==> src/rtl/scan_fault_reporter_if.sv <==
// scan_fault_reporter_if: scan compare-stage inputs and UART/status outputs of the fault reporter
//   step_valid/step_idx/exp_vec/obs_vec : per-step compare results from the scan engine
//   tx_o/tx_busy/overflow/fault_cnt     : UART line and status back to the board
interface scan_fault_reporter_if #(
  parameter int N_PAIR = 86,
  parameter int IDX_W  = 7
);
  logic              step_valid;
  logic [IDX_W-1:0]  step_idx;
  logic [N_PAIR-1:0] exp_vec;
  logic [N_PAIR-1:0] obs_vec;
  logic              tx_o;
  logic              tx_busy;
  logic              overflow;
  logic [15:0]       fault_cnt;
  modport master (output step_valid, step_idx, exp_vec, obs_vec,
                  input  tx_o, tx_busy, overflow, fault_cnt);
  modport slave  (input  step_valid, step_idx, exp_vec, obs_vec,
                  output tx_o, tx_busy, overflow, fault_cnt);
endinterface

==> src/rtl/scan_fault_reporter.sv <==
// scan_fault_reporter: condenses mismatching scan steps into 4-byte records, queues them and sends them over UART 8N1
//   clk   : system clock
//   reset : asynchronous active-high reset
//   bus   : slave side of scan_fault_reporter_if (step inputs, tx_o, tx_busy, overflow, fault_cnt)
//   SCAN_REPORT_DEDUP_EN : when defined, a hit repeating the last accepted {step_idx, first_idx, nbits} is not queued
module scan_fault_reporter #(
  parameter int N_PAIR   = 86,
  parameter int IDX_W    = 7,
  parameter int BAUD_DIV = 417,
  parameter int FIFO_AW  = 4
) (
  input logic clk,
  input logic reset,
  scan_fault_reporter_if.slave bus
);
  localparam int DEPTH = 2 ** FIFO_AW;
  localparam int DIV_W = BAUD_DIV > 1 ? $clog2(BAUD_DIV) : 1;
  localparam int TRI_W = 2 * IDX_W + 4;
  localparam int REC_W = TRI_W + 1;
  typedef enum logic [2:0] {IDLE, LOAD, START, DATA, STOP} state_t;
  state_t state_q, state_d;
  logic [N_PAIR-1:0] diff;
  logic [IDX_W-1:0]  first_idx;
  logic [7:0]        pop_cnt;
  logic              s1_hit_q, s1_hit_d;
  logic [IDX_W-1:0]  s1_idx_q, s1_idx_d;
  logic [IDX_W-1:0]  s1_first_q, s1_first_d;
  logic [3:0]        s1_nb_q, s1_nb_d;
  logic [15:0]       cnt_q, cnt_d;
  logic              ovf_q, ovf_d;
  logic              pend_q, pend_d;
  logic [REC_W-1:0]  mem_q [DEPTH];
  logic [REC_W-1:0]  mem_d [DEPTH];
  logic [FIFO_AW:0]  wr_q, wr_d;
  logic [FIFO_AW:0]  rd_q, rd_d;
  logic [31:0]       sh_q, sh_d;
  logic [1:0]        byte_sel_q, byte_sel_d;
  logic [2:0]        bit_q, bit_d;
  logic [DIV_W-1:0]  div_q, div_d;
  logic              busy_q, busy_d;
  logic [TRI_W-1:0]  triple;
  logic [REC_W-1:0]  head;
  logic              full, empty, pop, dup, push_try, push, tick;
  // lowest set bit wins because the scan runs from the top down
  always_comb begin
    diff = bus.exp_vec ^ bus.obs_vec;
    first_idx = '0;
    pop_cnt = '0;
    for (int i = N_PAIR - 1; i >= 0; i--) begin
      if (diff[i]) first_idx = IDX_W'(i);
      pop_cnt = pop_cnt + 8'(diff[i]);
    end
  end
  always_comb begin
    s1_hit_d   = bus.step_valid && |diff;
    s1_idx_d   = bus.step_idx;
    s1_first_d = first_idx;
    s1_nb_d    = pop_cnt > 8'd15 ? 4'hF : pop_cnt[3:0];
  end
  assign triple = {s1_idx_q, s1_first_q, s1_nb_q};
  assign full   = (wr_q[FIFO_AW] != rd_q[FIFO_AW]) && (wr_q[FIFO_AW-1:0] == rd_q[FIFO_AW-1:0]);
  assign empty  = wr_q == rd_q;
  assign pop    = state_q == LOAD;
  assign head   = mem_q[rd_q[FIFO_AW-1:0]];
  assign tick   = div_q == DIV_W'(BAUD_DIV - 1);
`ifdef SCAN_REPORT_DEDUP_EN
  logic             last_v_q, last_v_d;
  logic [TRI_W-1:0] last_q, last_d;
  assign dup = last_v_q && last_q == triple;
  always_comb begin
    last_v_d = last_v_q | push;
    last_d   = push ? triple : last_q;
  end
  always_ff @(posedge clk or posedge reset)
    if (reset) begin
      last_v_q <= 1'b0;
      last_q   <= '0;
    end else begin
      last_v_q <= last_v_d;
      last_q   <= last_d;
    end
`else
  assign dup = 1'b0;
`endif
  // a full FIFO still accepts when the transmitter frees the head slot in the same cycle
  assign push_try = s1_hit_q && !dup;
  assign push     = push_try && (!full || pop);
  always_comb begin
    mem_d = mem_q;
    if (push) mem_d[wr_q[FIFO_AW-1:0]] = {pend_q, triple};
    wr_d   = wr_q + (FIFO_AW + 1)'(push);
    rd_d   = rd_q + (FIFO_AW + 1)'(pop);
    pend_d = push ? 1'b0 : push_try ? 1'b1 : pend_q;
    ovf_d  = ovf_q | (push_try & ~push);
    cnt_d  = s1_hit_q && cnt_q != 16'hFFFF ? cnt_q + 16'd1 : cnt_q;
  end
  // the whole record sits in one shift register, so the next byte follows the previous one's data bits
  always_comb begin
    div_d      = state_q inside {START, DATA, STOP} && !tick ? div_q + DIV_W'(1) : '0;
    bit_d      = state_q == DATA ? (tick ? bit_q + 3'd1 : bit_q) : '0;
    sh_d       = pop ? {head[REC_W-1], 3'b000, head[3:0], 8'(head[IDX_W+3 -: IDX_W]),
                        8'(head[TRI_W-1 -: IDX_W]), 8'hA5}
               : state_q == DATA && tick ? sh_q >> 1 : sh_q;
    byte_sel_d = pop ? 2'd0 : state_q == STOP && tick && byte_sel_q != 2'd3 ? byte_sel_q + 2'd1 : byte_sel_q;
    busy_d     = pop ? 1'b1 : state_q == STOP && tick && byte_sel_q == 2'd3 ? 1'b0 : busy_q;
  end
  always_ff @(posedge clk or posedge reset)
    if (reset) state_q <= IDLE;
    else state_q <= state_d;
  always_comb begin
    state_d = state_q;
    unique case (state_q)
      IDLE:    state_d = empty ? IDLE : LOAD;
      LOAD:    state_d = START;
      START:   state_d = tick ? DATA : START;
      DATA:    state_d = tick && bit_q == 3'd7 ? STOP : DATA;
      STOP:    state_d = tick ? (byte_sel_q == 2'd3 ? IDLE : START) : STOP;
      default: state_d = IDLE;
    endcase
  end
  always_comb begin
    bus.tx_o = state_q == START ? 1'b0 : state_q == DATA ? sh_q[0] : 1'b1;
  end
  always_ff @(posedge clk or posedge reset)
    if (reset) begin
      s1_hit_q   <= 1'b0;
      s1_idx_q   <= '0;
      s1_first_q <= '0;
      s1_nb_q    <= '0;
      cnt_q      <= '0;
      ovf_q      <= 1'b0;
      pend_q     <= 1'b0;
      mem_q      <= '{default: '0};
      wr_q       <= '0;
      rd_q       <= '0;
      sh_q       <= '0;
      byte_sel_q <= '0;
      bit_q      <= '0;
      div_q      <= '0;
      busy_q     <= 1'b0;
    end else begin
      s1_hit_q   <= s1_hit_d;
      s1_idx_q   <= s1_idx_d;
      s1_first_q <= s1_first_d;
      s1_nb_q    <= s1_nb_d;
      cnt_q      <= cnt_d;
      ovf_q      <= ovf_d;
      pend_q     <= pend_d;
      mem_q      <= mem_d;
      wr_q       <= wr_d;
      rd_q       <= rd_d;
      sh_q       <= sh_d;
      byte_sel_q <= byte_sel_d;
      bit_q      <= bit_d;
      div_q      <= div_d;
      busy_q     <= busy_d;
    end
  assign bus.tx_busy   = busy_q;
  assign bus.overflow  = ovf_q;
  assign bus.fault_cnt = cnt_q;
endmodule
==> src/flat_wrapper.sv <==
// flat-port wrapper written by rule: the top's interface ports become plain ports
module scan_fault_reporter_flat 
#(
  parameter int N_PAIR   = 86,
  parameter int IDX_W    = 7,
  parameter int BAUD_DIV = 417,
  parameter int FIFO_AW  = 4
)
  (clk, reset, bus_step_valid, bus_step_idx, bus_exp_vec, bus_obs_vec, bus_tx_o, bus_tx_busy, bus_overflow, bus_fault_cnt);
  scan_fault_reporter_if #(.N_PAIR(N_PAIR), .IDX_W(IDX_W)) bus_i ();
  input logic clk;
  input logic reset;
  input wire logic [$bits(bus_i.step_valid)-1:0] bus_step_valid;
  input wire logic [$bits(bus_i.step_idx)-1:0] bus_step_idx;
  input wire logic [$bits(bus_i.exp_vec)-1:0] bus_exp_vec;
  input wire logic [$bits(bus_i.obs_vec)-1:0] bus_obs_vec;
  output wire logic [$bits(bus_i.tx_o)-1:0] bus_tx_o;
  output wire logic [$bits(bus_i.tx_busy)-1:0] bus_tx_busy;
  output wire logic [$bits(bus_i.overflow)-1:0] bus_overflow;
  output wire logic [$bits(bus_i.fault_cnt)-1:0] bus_fault_cnt;
  assign bus_i.step_valid = bus_step_valid;
  assign bus_i.step_idx = bus_step_idx;
  assign bus_i.exp_vec = bus_exp_vec;
  assign bus_i.obs_vec = bus_obs_vec;
  assign bus_tx_o = bus_i.tx_o;
  assign bus_tx_busy = bus_i.tx_busy;
  assign bus_overflow = bus_i.overflow;
  assign bus_fault_cnt = bus_i.fault_cnt;
  scan_fault_reporter #(.N_PAIR(N_PAIR), .IDX_W(IDX_W), .BAUD_DIV(BAUD_DIV), .FIFO_AW(FIFO_AW)) u_core (.clk(clk), .reset(reset), .bus(bus_i));
endmodule
==> config.mk <==
export PLATFORM = sky130hd
export DESIGN_NAME = scan_fault_reporter_flat
export DESIGN_NICKNAME = d
export VERILOG_FILES = /design/src/rtl/scan_fault_reporter_if.sv /design/src/rtl/scan_fault_reporter.sv /design/src/flat_wrapper.sv
export SDC_FILE = /design/constraint.sdc
export NUM_CORES = 1
export LEC_CHECK = 0
export CAP_MARGIN = 0
export CELL_PAD_IN_SITES_DETAIL_PLACEMENT = 1
export CELL_PAD_IN_SITES_GLOBAL_PLACEMENT = 1
export CORE_AREA = 10 10 224 226
export DETAILED_ROUTE_END_ITERATION = 8
export DIE_AREA = 0 0 234 236
export HOLD_SLACK_MARGIN = 0.03
export PLACE_DENSITY = 0.86
export SLEW_MARGIN = 0
export SYNTH_ARGS = -nofsm -noshare
export SYNTH_HDL_FRONTEND = slang
export SYNTH_SLANG_ARGS = --single-unit
==> constraint.sdc <==
create_clock -name clk -period 21.7 [get_ports clk]
set_input_delay 6.51 -clock clk [delete_from_list [all_inputs] [get_ports clk]]
set_output_delay 6.51 -clock clk [all_outputs]
set_load 0.1 [all_outputs]
=== After elaboration in Yosys (flattened, before gate mapping) ===
Index checks and enable logic that the tools add are counted.

* Register bits: 401
* Input port bits: 182
* Output and inout bits: 19
* Word-level logic and storage cells: 278

* Add/subtract/negate cells: 91
* Magnitude comparators: 4
* Eq/ne operators: 13
* Mux-type cells: 112
* Bitwise logic cells: 6
* Reduce and logical (&&, ||, !) cells: 21

{| class="wikitable"
|+ Operator list
! operator !! count
|-
| adder 8 x 1 -> 8 bit || 84
|-
| 2-to-1 mux 7 bit || 86
|-
| bitwise mux 304 bit || 1
|-
| OR reduction 86 bit || 1
|-
| XOR 86 bit || 1
|-
| binary-select mux 19 bit (select 4 bit) || 1
|-
| demux 19 bit (select 4 bit) || 1
|-
| 2-to-1 mux 32 bit || 2
|-
| 2-to-1 mux 19 bit || 3
|-
| adder 16 x 1 -> 16 bit (second input constant) || 1
|-
| != test 16 bit (second input constant) || 1
|-
| one-hot mux 3 bit (5 select lines) || 1
|-
| 2-to-1 mux 3 bit || 4
|-
| logical AND 1 bit || 11
|-
| adder 5 x 1 -> 5 bit || 2
|-
| greater-or-equal comparator 5 bit (second input constant) || 2
|-
| inverter 4 -> 5 bit || 2
|-
| adder 9 x 1 -> 9 bit (second input constant) || 1
|-
| equality test 9 bit (second input constant) || 1
|-
| 2-to-1 mux 9 bit || 1
|-
| greater-than comparator 8 x 4 -> 1 bit (second input constant) || 1
|-
| 2-to-1 mux 1 bit || 8
|-
| nonzero test 2 bit || 4
|-
| equality test 3 x 2 -> 1 bit (second input constant) || 2
|-
| other kinds (21) || 25
|}

=== Depth between registers and ports, before layout ===
* Word-level depth: 88
* Depth in mapped cells: 25
* Mapped depth without buffers: 25

=== Least setup slack after synthesis ===
OpenSTA, ideal clock, no wires.

* Kind: input port to flip-flop
* Start: input port bus_obs_vec[64]
* End: register u_core.s1_nb_q[2]
* Setup time: 145 ps
* Arrival time: 12927 ps
* Data required time: 21555 ps
* Setup slack: 8629 ps
* Stages on the path: 22
* Buffers on the path: 0
* Path through: xnor2_1 -> fa_1 -> fa_1 -> inv_1 -> fa_1 -> fa_1 -> fa_1 -> inv_1 -> fa_1 -> fa_1 -> fa_1 -> inv_1 -> fa_1 -> inv_1 -> fa_1 -> inv_1 -> fa_1 -> and2_1 -> o21a_1 -> o22a_1 -> nor3_1 -> o21ai_0

* Cells in the longest elaborated chain, start to end: 68

{| class="wikitable"
|+ Ends and longest elaborated chain
! what !! line !! source
|-
| start: declaration || flat_wrapper.sv:16 || <nowiki>input wire logic [$bits(bus_i.obs_vec)-1:0] bus_obs_vec;</nowiki>
|-
| XOR 86 bit (*) || scan_fault_reporter.sv:46 || <nowiki>diff = bus.exp_vec ^ bus.obs_vec;</nowiki>
|-
| adder 8 x 1 -> 8 bit (*) (65 in a row) || scan_fault_reporter.sv:51 || <nowiki>pop_cnt = pop_cnt + 8'(diff[i]);</nowiki>
|-
| greater-than comparator 8 x 4 -> 1 bit || scan_fault_reporter.sv:58 || <nowiki>s1_nb_d = pop_cnt > 8'd15 ? 4'hF : pop_cnt[3:0];</nowiki>
|-
| 2-to-1 mux 4 bit (*) || scan_fault_reporter.sv:58 ||
|-
| named net u_core.s1_nb_d[2] || scan_fault_reporter.sv:28 || <nowiki>logic [3:0] s1_nb_q, s1_nb_d;</nowiki>
|-
| end signal: assignment || scan_fault_reporter.sv:145 || <nowiki>s1_nb_q <= s1_nb_d;</nowiki>
|-
| end: declaration || scan_fault_reporter.sv:28 ||
|}

The timed path passes the listed nets; every way through them passes the cells marked *.
A chain may end at the register's enable or synchronous reset.

=== Worst setup path in the final report ===
Ends and elaborated chain as after synthesis.

==> summary by stage <==
Outcome
The flow ran to the end, and the final reports show no timing, DRC or antenna violations.

Cells and area
The share of post-route cells with drive strength above 1 is between 20% and 30%. The number of antenna diodes in the final layout is 0. The final-layout fill cell count is roughly 4500. At the end of the flow, the number of nets in the layout was roughly 2100. From synthesis to final layout, the design area changed by 18.08%.

Logic synthesis
During synthesis, Yosys emitted a total of 0 warnings. The synthesized design contains 0 enable-type register cells. The count of unique library cells instantiated by Yosys is between 60 and 70. The synthesized instance count is roughly 1600. Synthesis produced a netlist with a net count of ~1900. The mean instance size in the synthesized netlist is 13.19 um^2. Of all flip-flops after synthesis, the portion carrying an async set or reset was 100.0%. The register bit total from synthesis is 401. Summing every instance area after synthesis gives between 20000 and 25000 um^2.

In the synthesized netlist the dominant register cell turns out to be sky130_fd_sc_hd__dfrtp_1. The proportion of synthesized chip area in sequential cells is ~46%.

Worst setup path
The worst setup path is captured at a flop. The count of buffering cells on the critical path with inverters included is 6. The most frequent cell on the critical path is sky130_fd_sc_hd__fa_1. Broken down by cell family, the worst path's largest delay share belongs to adder cells. The slowest library cell on the worst path is sky130_fd_sc_hd__fa_1. For the worst setup path, the data arrival time is 13.96 ns. The longest individual stage delay on the worst path is around 0.58 ns. The highest net fanout along the worst path is 5. At the worst endpoint, the required time is 22.10 ns. Walking the worst path, the cells encountered are clkdlybuf4s50_1, xnor2_1, fa_1, fa_1, inv_1, fa_1, fa_1, fa_1, inv_1, fa_1, fa_1, fa_1, inv_1, fa_1, inv_1, fa_1, inv_1, fa_1, and2_1, o21a_1, nand3_1, o22a_1, nor3_1, o21ai_0. The kind of critical path is in -> reg.

The startpoint class of the critical path is a primary input.

Routing
In this run, the number of DRC markers left after iteration 0 of detailed routing was between 800 and 900. The routed wire length per instance is about 26 um. After detailed routing, the number of remaining DRC violations is 0.

The routed via count is 14420. The total length of routed met2 wires is 33960 um. Once detail routing completed, the nets flagged for antenna violations numbered 0.

The routed design uses a little under 4000 um of met3 wire. The overall routed net length is 64340 um. The routed length on met1 is between 20000 and 25000 um. The detailed-router iteration count before antenna repair is 7. The average via count per standard cell is about 5.9. The uppermost metal layer occupied by signal nets is met5.

STA
Setup repair after global routing left no endpoint under its margin. Adding up every negative setup slack in the final design gives 0 ns. At the pin with the least slew margin, the transition time is between 1 and 1.5 ns. Counting I/O delays and the setup requirement, the final critical path takes about 14 ns. In the post-route analysis, the smallest setup slack over all paths is roughly 8.1 ns. Headroom to the max-slew limit came out at 28.46%. For the final database, setup skew stands at between 0.02 and 0.025 ns. Setup violations remaining at the end of the flow were counted as 0. The part of the cycle the worst path needs is 62.46%. The final hold violation count is 0.

The fmax is about 74 MHz. The final-report max-slew violation count was 0.

Placement
After legalization and detailed placement, the total HPWL measured 43270 um. Routability-driven placement finished with a final weighted congestion of between 0.8 and 0.9. The count of buffers added on input and output ports is 200. The pre-CTS setup slack is between 7 and 8 ns.

Clock tree
TritonCTS built the clock tree. The insertion delay to the later sink of the worst-skew pair is approximately 0.57 ns. The clock root buffer is sky130_fd_sc_hd__clkbuf_16.

The count of clock tree sinks is 401. After clock tree synthesis, the repair step resized 0 gates. The post-CTS clock slew at the launch and capture registers of the worst setup and hold paths is 0.06 ns. The count of H-tree levels built during CTS is 2. Clock tree synthesis inserted a total of 40 buffers. The buffer depth of the longest clock path is 3. The number of hold buffers added after cts is 0. The number of setup buffers added after CTS is 0.

Global route
The number of global-route vias before repair is ~17000. The global-route wire length before repair is approximately 100000 um. The total grt overflow is 0. The number of antenna violations at the first check in global routing is 1.

The combined global-route utilization of all metal layers is between 20% and 30%. The maximum number of pins on one net before global-route repair is around 140.

Die
The full die area is approximately 55000 um^2. The die is between 200 and 250 um wide. roughly 200 I/O pins were placed.

Once the floorplan was initialized, standard cells occupied between 40% and 50% of the core. The initialized floorplan defines between 70 and 80 standard-cell rows. The floorplan step defined a core boundary enclosing between 40000 and 50000 um^2. The die is 236 um tall.

Job
The number of violations of the max-capacitance limit is 0.

Hold path
In this run the worst hold path is classified as reg -> reg.
## worst paths after layout
path | slack, ns | from | endpoint | depth (start not counted)
max | 8.15 | bus_obs_vec[64] | u_core.s1_nb_q[2] | 24
min | 0.49 | u_core.div_q[0] | u_core.div_q[0] | 1
max reg2reg | 17.99 | u_core.state_q[1] | u_core.mem_q[211] | 7
min reg2reg | 0.49 | u_core.div_q[0] | u_core.div_q[0] | 1
max in group asynchronous | 12.61 | reset | u_core.mem_q[18] | 4
min in group asynchronous | 6.62 | reset | u_core.mem_q[259] | 2
## cell usage in the layout, fill, tap and decap left out, types with 8 or more instances in the layout
master                              n
sky130_fd_sc_hd__fa_1              73
sky130_fd_sc_hd__xor2_1            60
sky130_fd_sc_hd__nor2_1            64
sky130_fd_sc_hd__o21ai_0           46
sky130_fd_sc_hd__a21oi_1           26
sky130_fd_sc_hd__ha_1              33
sky130_fd_sc_hd__nor2_4            10
sky130_fd_sc_hd__mux4_2            95
sky130_fd_sc_hd__mux2i_1           26
sky130_fd_sc_hd__nor2b_1            8
sky130_fd_sc_hd__clkbuf_16         40
sky130_fd_sc_hd__nor3_1            12
sky130_fd_sc_hd__buf_4             16
sky130_fd_sc_hd__a211oi_1           8
sky130_fd_sc_hd__dfrtp_1          398
sky130_fd_sc_hd__clkbuf_8           8
sky130_fd_sc_hd__nand3_1           28
sky130_fd_sc_hd__clkdlybuf4s50_1  200
sky130_fd_sc_hd__nand2_1           90
sky130_fd_sc_hd__nand4_1           13
sky130_fd_sc_hd__xnor2_1           60
sky130_fd_sc_hd__mux2_2           301
sky130_fd_sc_hd__inv_1            119
sky130_fd_sc_hd__nor4_1             8
## state kept, by name (all words and copies together), names as in the netlist, 5 cells and up
name / flops
u_core.s1_first_q: 7
u_core.sh_q: 32
u_core.rd_q: 5
u_core.wr_q: 5
u_core.div_q: 9
u_core.mem_q: 304
u_core.bus.fault_cnt: 16
u_core.s1_idx_q: 7
## cells in the mapped netlist (29+ instances only)
master / instances / area (um^2)
sky130_fd_sc_hd__inv_1: 120 / 450.4
sky130_fd_sc_hd__xnor2_1: 60 / 525.5
sky130_fd_sc_hd__mux2_2: 301 / 3390
sky130_fd_sc_hd__nand3_1: 29 / 145.1
sky130_fd_sc_hd__ha_1: 33 / 412.9
sky130_fd_sc_hd__dfrtp_1: 401 / 10030
sky130_fd_sc_hd__fa_1: 73 / 1461
sky130_fd_sc_hd__nand2_1: 90 / 337.8
sky130_fd_sc_hd__clkbuf_1: 42 / 157.7
sky130_fd_sc_hd__mux4_2: 95 / 2140
sky130_fd_sc_hd__xor2_1: 60 / 525.5
sky130_fd_sc_hd__o21ai_0: 46 / 230.2
sky130_fd_sc_hd__nor2_1: 65 / 244.0
## routing by layer
layer,GRT usage [%],up-vias
met4,10.22,2
met5,0,-
met2,42.15,553
met3,4.729,160
met1,25.88,7569
li1,-,6136
## area by class of cell
cell class	instances	area (um^2)	share of cell area [%]
clock inverters	14	162.7	0.6358
clock buffers	52	1126	4.401
well taps	607	759.5	2.969
inverters	120	457.9	1.790
multi-input cells	1047	10910	42.65
flip-flops and latches	401	10040	39.26
repair buffers	216	2122	8.294
## kinds of logic after synthesis
family,after synthesis,share of synthesized area (%)
buffers and inverters,195,3.586
adder cells (fa/ha/maj),106,8.650
multiplexers,422,26.72
AND/OR/NAND/NOR,275,6.248
AO/OA/AOI/OAI,124,3.632
XOR/XNOR,120,4.851
flip-flops,401,46.31
## metrics by stage
step	cell area, um^2	hold WS (ns)	util (%)	std cells
global route	25580	0.5143	55.78	2457
detailed placement	24300	0.4816	52.97	2391
CTS	25580	0.4916	55.78	2457
floorplan	21670	0.4453	-	1643
global placement	24300	0.4625	52.97	2391
finish	25580	0.4878	55.78	2457
Power is left out: the tool's default activity adds up to more than one toggle a clock period on the data nets, which glitch-free logic cannot reach.
